## config.mk

```make
export PLATFORM = sky130hd
export DESIGN_NAME = ddr_frame_prefetch
export DESIGN_NICKNAME = d
export VERILOG_FILES = /design/src/rtl/ddr_frame_prefetch.sv
export SDC_FILE = /design/constraint.sdc
export NUM_CORES = 1
export LEC_CHECK = 0
export CORE_ASPECT_RATIO = 1.75
export CORE_MARGIN = 8
export CORE_UTILIZATION = 35
export DETAILED_ROUTE_END_ITERATION = 10
export GPL_TIMING_DRIVEN = 0
export SLEW_MARGIN = 10
export SYNTH_ARGS = -nofsm -noshare
export SYNTH_HDL_FRONTEND = slang
export SYNTH_SLANG_ARGS = --single-unit
```

## constraint.sdc

```tcl
create_clock -name clk133_p -period 3.7 [get_ports clk133_p]
set_input_delay 0.37 -clock clk133_p [delete_from_list [all_inputs] [get_ports clk133_p]]
set_output_delay 0.37 -clock clk133_p [all_outputs]
set_load 0.005 [all_outputs]
```

## src/rtl/ddr_frame_prefetch.sv

```systemverilog
// Streams one frame of 16-bit words from DDR into a first-word-fall-through
// pixel FIFO, keeping at most one read outstanding.
module ddr_frame_prefetch #(
  parameter int unsigned FRAME_WORDS  = 307200,
  parameter logic [23:0] BASE_ADDRESS = 24'h000000,
  parameter int unsigned FIFO_DEPTH   = 16
) (
  input  logic        clk133_p,
  input  logic        rst,
  input  logic        frameStart,
  output logic        read,
  output logic [23:0] readAddress,
  input  logic        readAcknowledge,
  input  logic [15:0] readData,
  input  logic        pixelPop,
  output logic [15:0] pixelData,
  output logic        pixelValid,
  output logic        underflow
);

  // state | meaning
  // IDLE  | after reset, waiting for the first frameStart
  // FETCH | issue the next read once the FIFO has room for its word
  // WAIT  | read outstanding, waiting for readAcknowledge
  // DRAIN | frameStart arrived mid-read; finish it, discard the word, restart
  // DONE  | whole frame requested; the FIFO keeps draining

  localparam int CNT_W   = $clog2(FIFO_DEPTH + 1);
  localparam int PTR_W   = $clog2(FIFO_DEPTH);
  localparam int WORDS_W = $clog2(FRAME_WORDS + 1);

  localparam logic [CNT_W-1:0]   DEPTH_C = CNT_W'(FIFO_DEPTH);
  localparam logic [WORDS_W-1:0] LAST_C  = WORDS_W'(FRAME_WORDS - 1);

  typedef enum logic [2:0] {IDLE, FETCH, WAIT, DRAIN, DONE} state_t;

  state_t             state;
  logic [CNT_W-1:0]   count;
  logic [PTR_W-1:0]   wr_ptr;
  logic [PTR_W-1:0]   rd_ptr;
  logic [WORDS_W-1:0] words_issued;
  logic [15:0]        mem [FIFO_DEPTH];

  logic push;
  logic pop;
  logic flush;

  // Restart (frameStart, or the discarded acknowledge in DRAIN) beats any push or pop.
  assign flush = frameStart || ((state == DRAIN) && readAcknowledge);
  assign push  = !rst && !flush && (state == WAIT) && readAcknowledge;
  assign pop   = !flush && pixelPop && (count != '0);

  assign pixelValid = (count != '0);
  assign pixelData  = mem[rd_ptr];

  always_ff @(posedge clk133_p) begin
    if (push) mem[wr_ptr] <= readData;
  end

  always_ff @(posedge clk133_p) begin
    if (rst) begin
      state        <= IDLE;
      read         <= 1'b0;
      readAddress  <= BASE_ADDRESS;
      words_issued <= '0;
      count        <= '0;
      wr_ptr       <= '0;
      rd_ptr       <= '0;
      underflow    <= 1'b0;
    end else begin
      if (flush) begin
        count     <= '0;
        wr_ptr    <= '0;
        rd_ptr    <= '0;
        underflow <= 1'b0;
      end else begin
        if (push) wr_ptr <= wr_ptr + 1'b1;
        if (pop)  rd_ptr <= rd_ptr + 1'b1;
        if (push && !pop)      count <= count + 1'b1;
        else if (!push && pop) count <= count - 1'b1;
        if (pixelPop && (count == '0)) underflow <= 1'b1;
      end

      case (state)
        IDLE, DONE: begin
          if (frameStart) begin
            readAddress  <= BASE_ADDRESS;
            words_issued <= '0;
            state        <= FETCH;
          end
        end
        FETCH: begin
          if (frameStart) begin
            readAddress  <= BASE_ADDRESS;
            words_issued <= '0;
          end else if (count < DEPTH_C) begin
            read  <= 1'b1;
            state <= WAIT;
          end
        end
        WAIT: begin
          if (readAcknowledge) begin
            read <= 1'b0;
            if (frameStart) begin
              readAddress  <= BASE_ADDRESS;
              words_issued <= '0;
              state        <= FETCH;
            end else begin
              readAddress  <= readAddress + 24'd1;
              words_issued <= words_issued + 1'b1;
              state        <= (words_issued == LAST_C) ? DONE : FETCH;
            end
          end else if (frameStart) begin
            state <= DRAIN;
          end
        end
        DRAIN: begin
          if (readAcknowledge) begin
            read         <= 1'b0;
            readAddress  <= BASE_ADDRESS;
            words_issued <= '0;
            state        <= FETCH;
          end
        end
        default: begin
          read  <= 1'b0;
          state <= IDLE;
        end
      endcase
    end
  end

endmodule

```

==> results.json, run 1 <==
{
  "status": "completed",
  "wl_per_cell_um": 21.8,
  "cp-start-kind": "flip-flop",
  "synth_ff_type": "edfxtp_1",
  "leakagePower_nw": 4.76,
  "crit_type": "reg2out",
  "finalWirelength_um": 30500,
  "ant_nets": 0,
  "fmax_ghz": 0.285,
  "portBuffers": 63,
  "layout-drive-gt1-share_pct": 20.7,
  "antenna_cells": 0,
  "htree_levels": 1,
  "highest_layer": "met4",
  "seqCellArea_um2": 8990,
  "arrival_ns": 3.14,
  "drt_iter0_drc": 430,
  "synth.distinct_cells": 60,
  "ir_worst_vdd_uv": 327,
  "drt_pass1_iterations": 4,
  "grt_pass1_wl_um": 47000,
  "clock_path_buffers": 3,
  "end_kind": "output port",
  "avgSynthCellArea_um2": 16.9,
  "num_vias": 7486,
  "clk_latency_ns": 0.56,
  "met2WireLength_um": 17300,
  "required_ns": 3.33,
  "track_usage_pct": 13.8,
  "grt_pass1_vias": 7849,
  "gr-total-overflow": 0,
  "cts.sinks": 321,
  "cts_tree": "built",
  "start_util_pct": 35.2,
  "met3_length_um": 1110,
  "place_worst_setup_slack_ns": 0.289,
  "antenna_found_initial": 0,
  "cts_buffers": 29,
  "m1WireLength_um": 11400,
  "ios": 64,
  "cts.hold.buffers_added": 0,
  "cp_max_fo": 10,
  "cellPowerDensity_nw_per_um2": 450,
  "hp-class": "reg2reg",
  "die-area_um2": 44300,
  "setup_viol": 0,
  "synth_area_um2": 13200,
  "rsz0062_at_grt": "no",
  "path_cells": "buf_4 -> mux4_2 -> mux4_2 -> clkdlybuf4s50_1",
  "slew_headroom_pct": 30.7,
  "yosysWarnings": 0,
  "synth-edff-count": 256,
  "gp_congestion": 0.819,
  "core_um2": 37400,
  "rows": 94,
  "setup_ws_ns": 0.192,
  "async_flop_share_pct": 0,
  "syn_inst": 779,
  "syn_to_final_growth_pct": 19.1,
  "crit_slowest_cell": "dfxtp_1",
  "nets": 925,
  "via_per_inst": 5.37,
  "hold_ws_ns": 0.475,
  "ys_ff_latch": 321,
  "grt_max_degree": 17,
  "synth_seq_area_share_pct": 68.3,
  "multiInputGateArea_um2": 3950,
  "crit_top_cell": "mux4_2",
  "fin_crit_ns": 3.51,
  "clk_pin_slew_ns": 0.07,
  "fin_skew_ns": 0.0126,
  "slowest_delay_ns": 0.65,
  "tightest_slew_ns": 1.04,
  "fp.dieW_um": 163,
  "die_y_um": 273,
  "finalHoldViolCount": 0,
  "cts-root-buf": "clkbuf_16",
  "syn_nets": 812,
  "timing.max_cap.violations": 0,
  "hpwl_um": 21200,
  "fillers": 3372,
  "drc": 0,
  "drv_slew": 0,
  "post_cts_buffers": 0,
  "post-route-period-util_pct": 94.8
}
[report_power, final]
part / switching (mW) / total [mW] / internal, mW
Combinational: 0.129 / 0.194 / 0.0653
Sequential: 0.00624 / 3.90 / 3.89
Clock: 1.35 / 2.95 / 1.60
Total: 1.49 / 7.05 / 5.56
[cells by family after synthesis]
logic type,count (synthesis),share of synthesized area (%)
compound gates,111,5.73
xor+xnor,10,0.665
fa+ha+maj,12,1.20
buf+inv,66,2.08
flops,321,68.3
mux,96,14.9
simple gates,163,7.11
[state kept, by name (all words and copies together) (netlist names), named ones only]
signal / count
state: 3
rd_ptr: 4
words_issued: 19
readAddress: 24
underflow: 1
wr_ptr: 4
count: 5
read: 1
mem: 256
[metal layers]
layer | track usage (%) | up-vias
met5 | 0 | -
met4 | 4.12 | 0
met3 | 1.94 | 39
met2 | 26.7 | 163
met1 | 15.0 | 3889
li1 | - | 3395
[per-stage QoR]
stage / power (mW) / cell area [um^2] / setup TNS [ns] / std cells / util (%)
6_report: 7.05 / 15700 / 0 / 1395 / 41.9
5_1_grt: 7.25 / 15700 / 0 / 1395 / 41.9
4_1_cts: 7.11 / 15700 / 0 / 1395 / 41.9
3_5_place_dp: 4.18 / 14700 / 0 / 1342 / 39.4
3_3_place_gp: 4.17 / 14400 / -108.93 / 1322 / 38.5
2_1_floorplan: 4.07 / 13200 / 0 / 779 / -
[cell usage in the layout (no fill, tap or decap), types with 7 or more instances in the layout]
cell             count
mux4_2              80
a21oi_1             35
edfxtp_1           256
clkinv_1             7
nand3_1             18
buf_2                8
or3_1               10
ha_1                11
o21ai_0             12
inv_1               18
or4_1               16
nor2_1              29
clkbuf_16           29
nor4_1              10
clkdlybuf4s50_1     63
clkbuf_2             7
nand2_1             24
buf_8               10
o211ai_1            13
dfxtp_1             65
nor2_2              12
a211o_1             11
clkbuf_1            23
o31ai_1             15
buf_4               11
mux2i_1             16
[final timing paths]
| path | startpoint | endpoint | slack, ns | cells past startpoint |
|---|---|---|---|---|
| max | flip-flop | pixelData[14] | 0.19 | 4 |
| min | underflow | underflow | 0.47 | 2 |
| max reg2reg | count[0] | count[4] | 0.57 | 9 |
| min reg2reg | underflow | underflow | 0.47 | 2 |
[cell type report]
cell class                 instances  area share (%)
buffer                            47            1.44
clock buffer                      32            4.70
clock inverter                    22            1.21
inverter                          18           0.431
multi-input combinational        392            25.2
sequential                       321            57.4
tap                              480            3.83
timing repair buffer              83            5.84
[cell usage after synthesis, types with 2 or more instances]
| master | n | area, um^2 |
|---|---|---|
| ha_1 | 11 | 138 |
| inv_1 | 18 | 67.6 |
| edfxtp_1 | 256 | 7690 |
| nor4_1 | 10 | 62.6 |
| or3_1 | 10 | 62.6 |
| nor4b_1 | 3 | 26.3 |
| nand2_1 | 24 | 90.1 |
| or4b_1 | 3 | 30.0 |
| buf_1 | 4 | 15.0 |
| o31ai_1 | 15 | 113 |
| and3_1 | 4 | 25.0 |
| nand4b_1 | 5 | 43.8 |
| and4_1 | 4 | 35.0 |
| clkbuf_1 | 27 | 101 |
| dfxtp_1 | 65 | 1300 |
| a2111o_1 | 2 | 22.5 |
| mux4_2 | 80 | 1800 |
| a21oi_1 | 35 | 175 |
| xor2_1 | 5 | 43.8 |
| o21ai_0 | 12 | 60.1 |
| nand4_1 | 5 | 31.3 |
| a211o_1 | 11 | 96.3 |
| mux2i_1 | 16 | 160 |
| o221a_2 | 2 | 22.5 |
| a21o_1 | 2 | 15.0 |
| a31oi_1 | 2 | 12.5 |
| nand2b_1 | 4 | 25.0 |
| and2_1 | 2 | 12.5 |
| buf_2 | 14 | 70.1 |
| nor3_1 | 7 | 35.0 |
| or4_1 | 16 | 120 |
| o41ai_1 | 3 | 26.3 |
| o211ai_1 | 13 | 97.6 |
| xnor2_1 | 5 | 43.8 |
| nand3_1 | 18 | 90.1 |
| buf_4 | 2 | 15.0 |
| nor2_1 | 41 | 154 |
[what timing repair did]
item                                   in CTS  in global routing
setup endpoints to repair                  16                  0
endpoints found under the hold margin       0                  0
resized for setup                          12                  0
[worst max-delay path, delay by kind of cell, from the launching register on]
kind	cells	cell delay, ns
buffers and inverters	2	0.83
flip-flops	1	0.65
multiplexers	2	1.09
(Power assumes the default switching activity.)
==> run 2: changes to the inputs <==
--- a/config.mk
+++ b/config.mk
@@ -10,6 +10,7 @@
 export CORE_UTILIZATION = 35
 export DETAILED_ROUTE_END_ITERATION = 10
 export GPL_TIMING_DRIVEN = 0
+export PLACE_DENSITY = 0.55
 export SLEW_MARGIN = 10
 export SYNTH_ARGS = -nofsm -noshare
 export SYNTH_HDL_FRONTEND = slang
==> results.json, run 2 (synthesis gave the netlist of run 1 again) <==
{
  "path_cells": "clkbuf_4 -> mux4_2 -> mux4_2 -> clkdlybuf4s50_1",
  "start_util_pct": 35.2,
  "setup_ws_ns": 0.167,
  "finalHoldViolCount": 0,
  "nets": 927,
  "crit_type": "reg2out",
  "path_buf_inv": 2,
  "arrival_ns": 3.16,
  "clock_path_buffers": 3,
  "clk_pin_slew_ns": 0.06,
  "gp_congestion": 0.806,
  "p_total_mw": 7.07,
  "die_y_um": 273,
  "drv_slew": 0,
  "rsz0062_at_grt": "no",
  "num_vias": 7402,
  "portBuffers": 63,
  "via_per_inst": 5.29,
  "mostFrequentLayoutCell": "edfxtp_1",
  "grt_max_degree": 17,
  "top_register": "mem",
  "fmax_ghz": 0.283,
  "slew_headroom_pct": 40.2,
  "htree_levels": 1,
  "grt_pass1_wl_um": 47700,
  "cts_tree": "built",
  "post-route-period-util_pct": 95.5,
  "cellPowerDensity_nw_per_um2": 451,
  "post_dp_cell_area_um2": 14700,
  "cp-start-kind": "flip-flop",
  "status": "completed",
  "layout-drive-gt1-share_pct": 20.7,
  "crit_slowest_cell": "dfxtp_1",
  "rows": 94,
  "fp.dieW_um": 163,
  "cts-root-buf": "clkbuf_16",
  "tightest_slew_ns": 0.897,
  "post_cts_buffers": 0,
  "antenna_found_initial": 1,
  "leakagePower_nw": 4.75,
  "reg_top3": "mem x256, readAddress x24, words_issued x19",
  "final_cell_area_um2": 15700,
  "cp_top_family": "multiplexers",
  "core_um2": 37400,
  "final_cell_mix": "256 x edfxtp_1, 80 x mux4_2, 65 x dfxtp_1, 63 x clkdlybuf4s50_1, 35 x a21oi_1",
  "fin_util_pct": 41.9,
  "finalWirelength_um": 31000,
  "cts.hold.buffers_added": 0,
  "required_ns": 3.33,
  "wl_per_cell_um": 22.2,
  "place_worst_setup_slack_ns": 0.350,
  "drt_pass1_iterations": 4,
  "fin_crit_ns": 3.53,
  "cp_max_fo": 10,
  "drc": 0,
  "grt_pass1_vias": 7881,
  "clk_latency_ns": 0.56,
  "cts.sinks": 321,
  "slowest_delay_ns": 0.65,
  "ios": 64,
  "drt_iter0_drc": 370,
  "ant_nets": 0,
  "ir_worst_vdd_uv": 393,
  "gr-total-overflow": 0,
  "end_kind": "output port",
  "syn_to_final_growth_pct": 19.2,
  "hpwl_um": 21700,
  "cts_buffers": 31,
  "setup_viol": 0,
  "largest_register_ffs": 256,
  "fin_skew_ns": 0.00874,
  "timing.max_cap.violations": 0,
  "track_usage_pct": 14.1,
  "crit_top_cell": "mux4_2",
  "setup_tns_ns": 0,
  "hp-class": "reg2reg",
  "die-area_um2": 44300
}
[run 2: power breakdown]
part / switching, mW / internal, mW / total, mW
clock: 1.37 / 1.61 / 2.98
sequential: 0.00638 / 3.90 / 3.90
combinational: 0.129 / 0.0652 / 0.195
[run 2: metal layers]
layer  track usage [%]  share of wire [%]  vias to the layer above
met5                 0                  0                        -
li1                  -                  -                     3413
met1              15.3                 38                     3831
met3              1.97                3.1                       37
met4              3.93                2.0                        0
met2              27.6                 57                      121
[run 2: what timing repair did]
action	CTS	global route
gates resized for setup	10	3
setup endpoints to repair	16	12
pin swaps	0	0
[run 2: cell type report]
class                   instances  area [um^2]
well taps                     480          601
diodes                          1         2.50
clock buffers                  35          791
plain buffers                  47          231
multi-input cells             392         3950
flip-flops and latches        321         8990
repair buffers                 83          903
fillers                      3433        21700
inverters                      18         67.6
clock inverters                21          151
[run 2: stage by stage]
step	cells	hold slack (ns)
4_1_cts	1397	0.478
3_3_place_gp	1322	0.456
6_report	1398	0.470
2_1_floorplan	779	0.448
3_5_place_dp	1342	0.462
5_1_grt	1397	0.508
[run 2: worst reg2reg max path: stages, from the launching register on]
cell       delay (ns)
dfxtp_1          0.36
or4_1            0.60
o2111ai_1        0.46
ha_1             0.26
inv_1            0.11
fa_1             0.42
a21o_1           0.20
a21oi_1          0.18
mux2i_1          0.25
mux2i_1          0.19
[run 2: final timing paths]
check,start,endpoint,slack [ns],depth (start not counted)
setup / recovery,flip-flop,pixelData[0],0.17,4
setup reg to reg,count[0],count[4],0.61,9
hold / removal,underflow,underflow,0.47,2
hold reg to reg,underflow,underflow,0.47,2
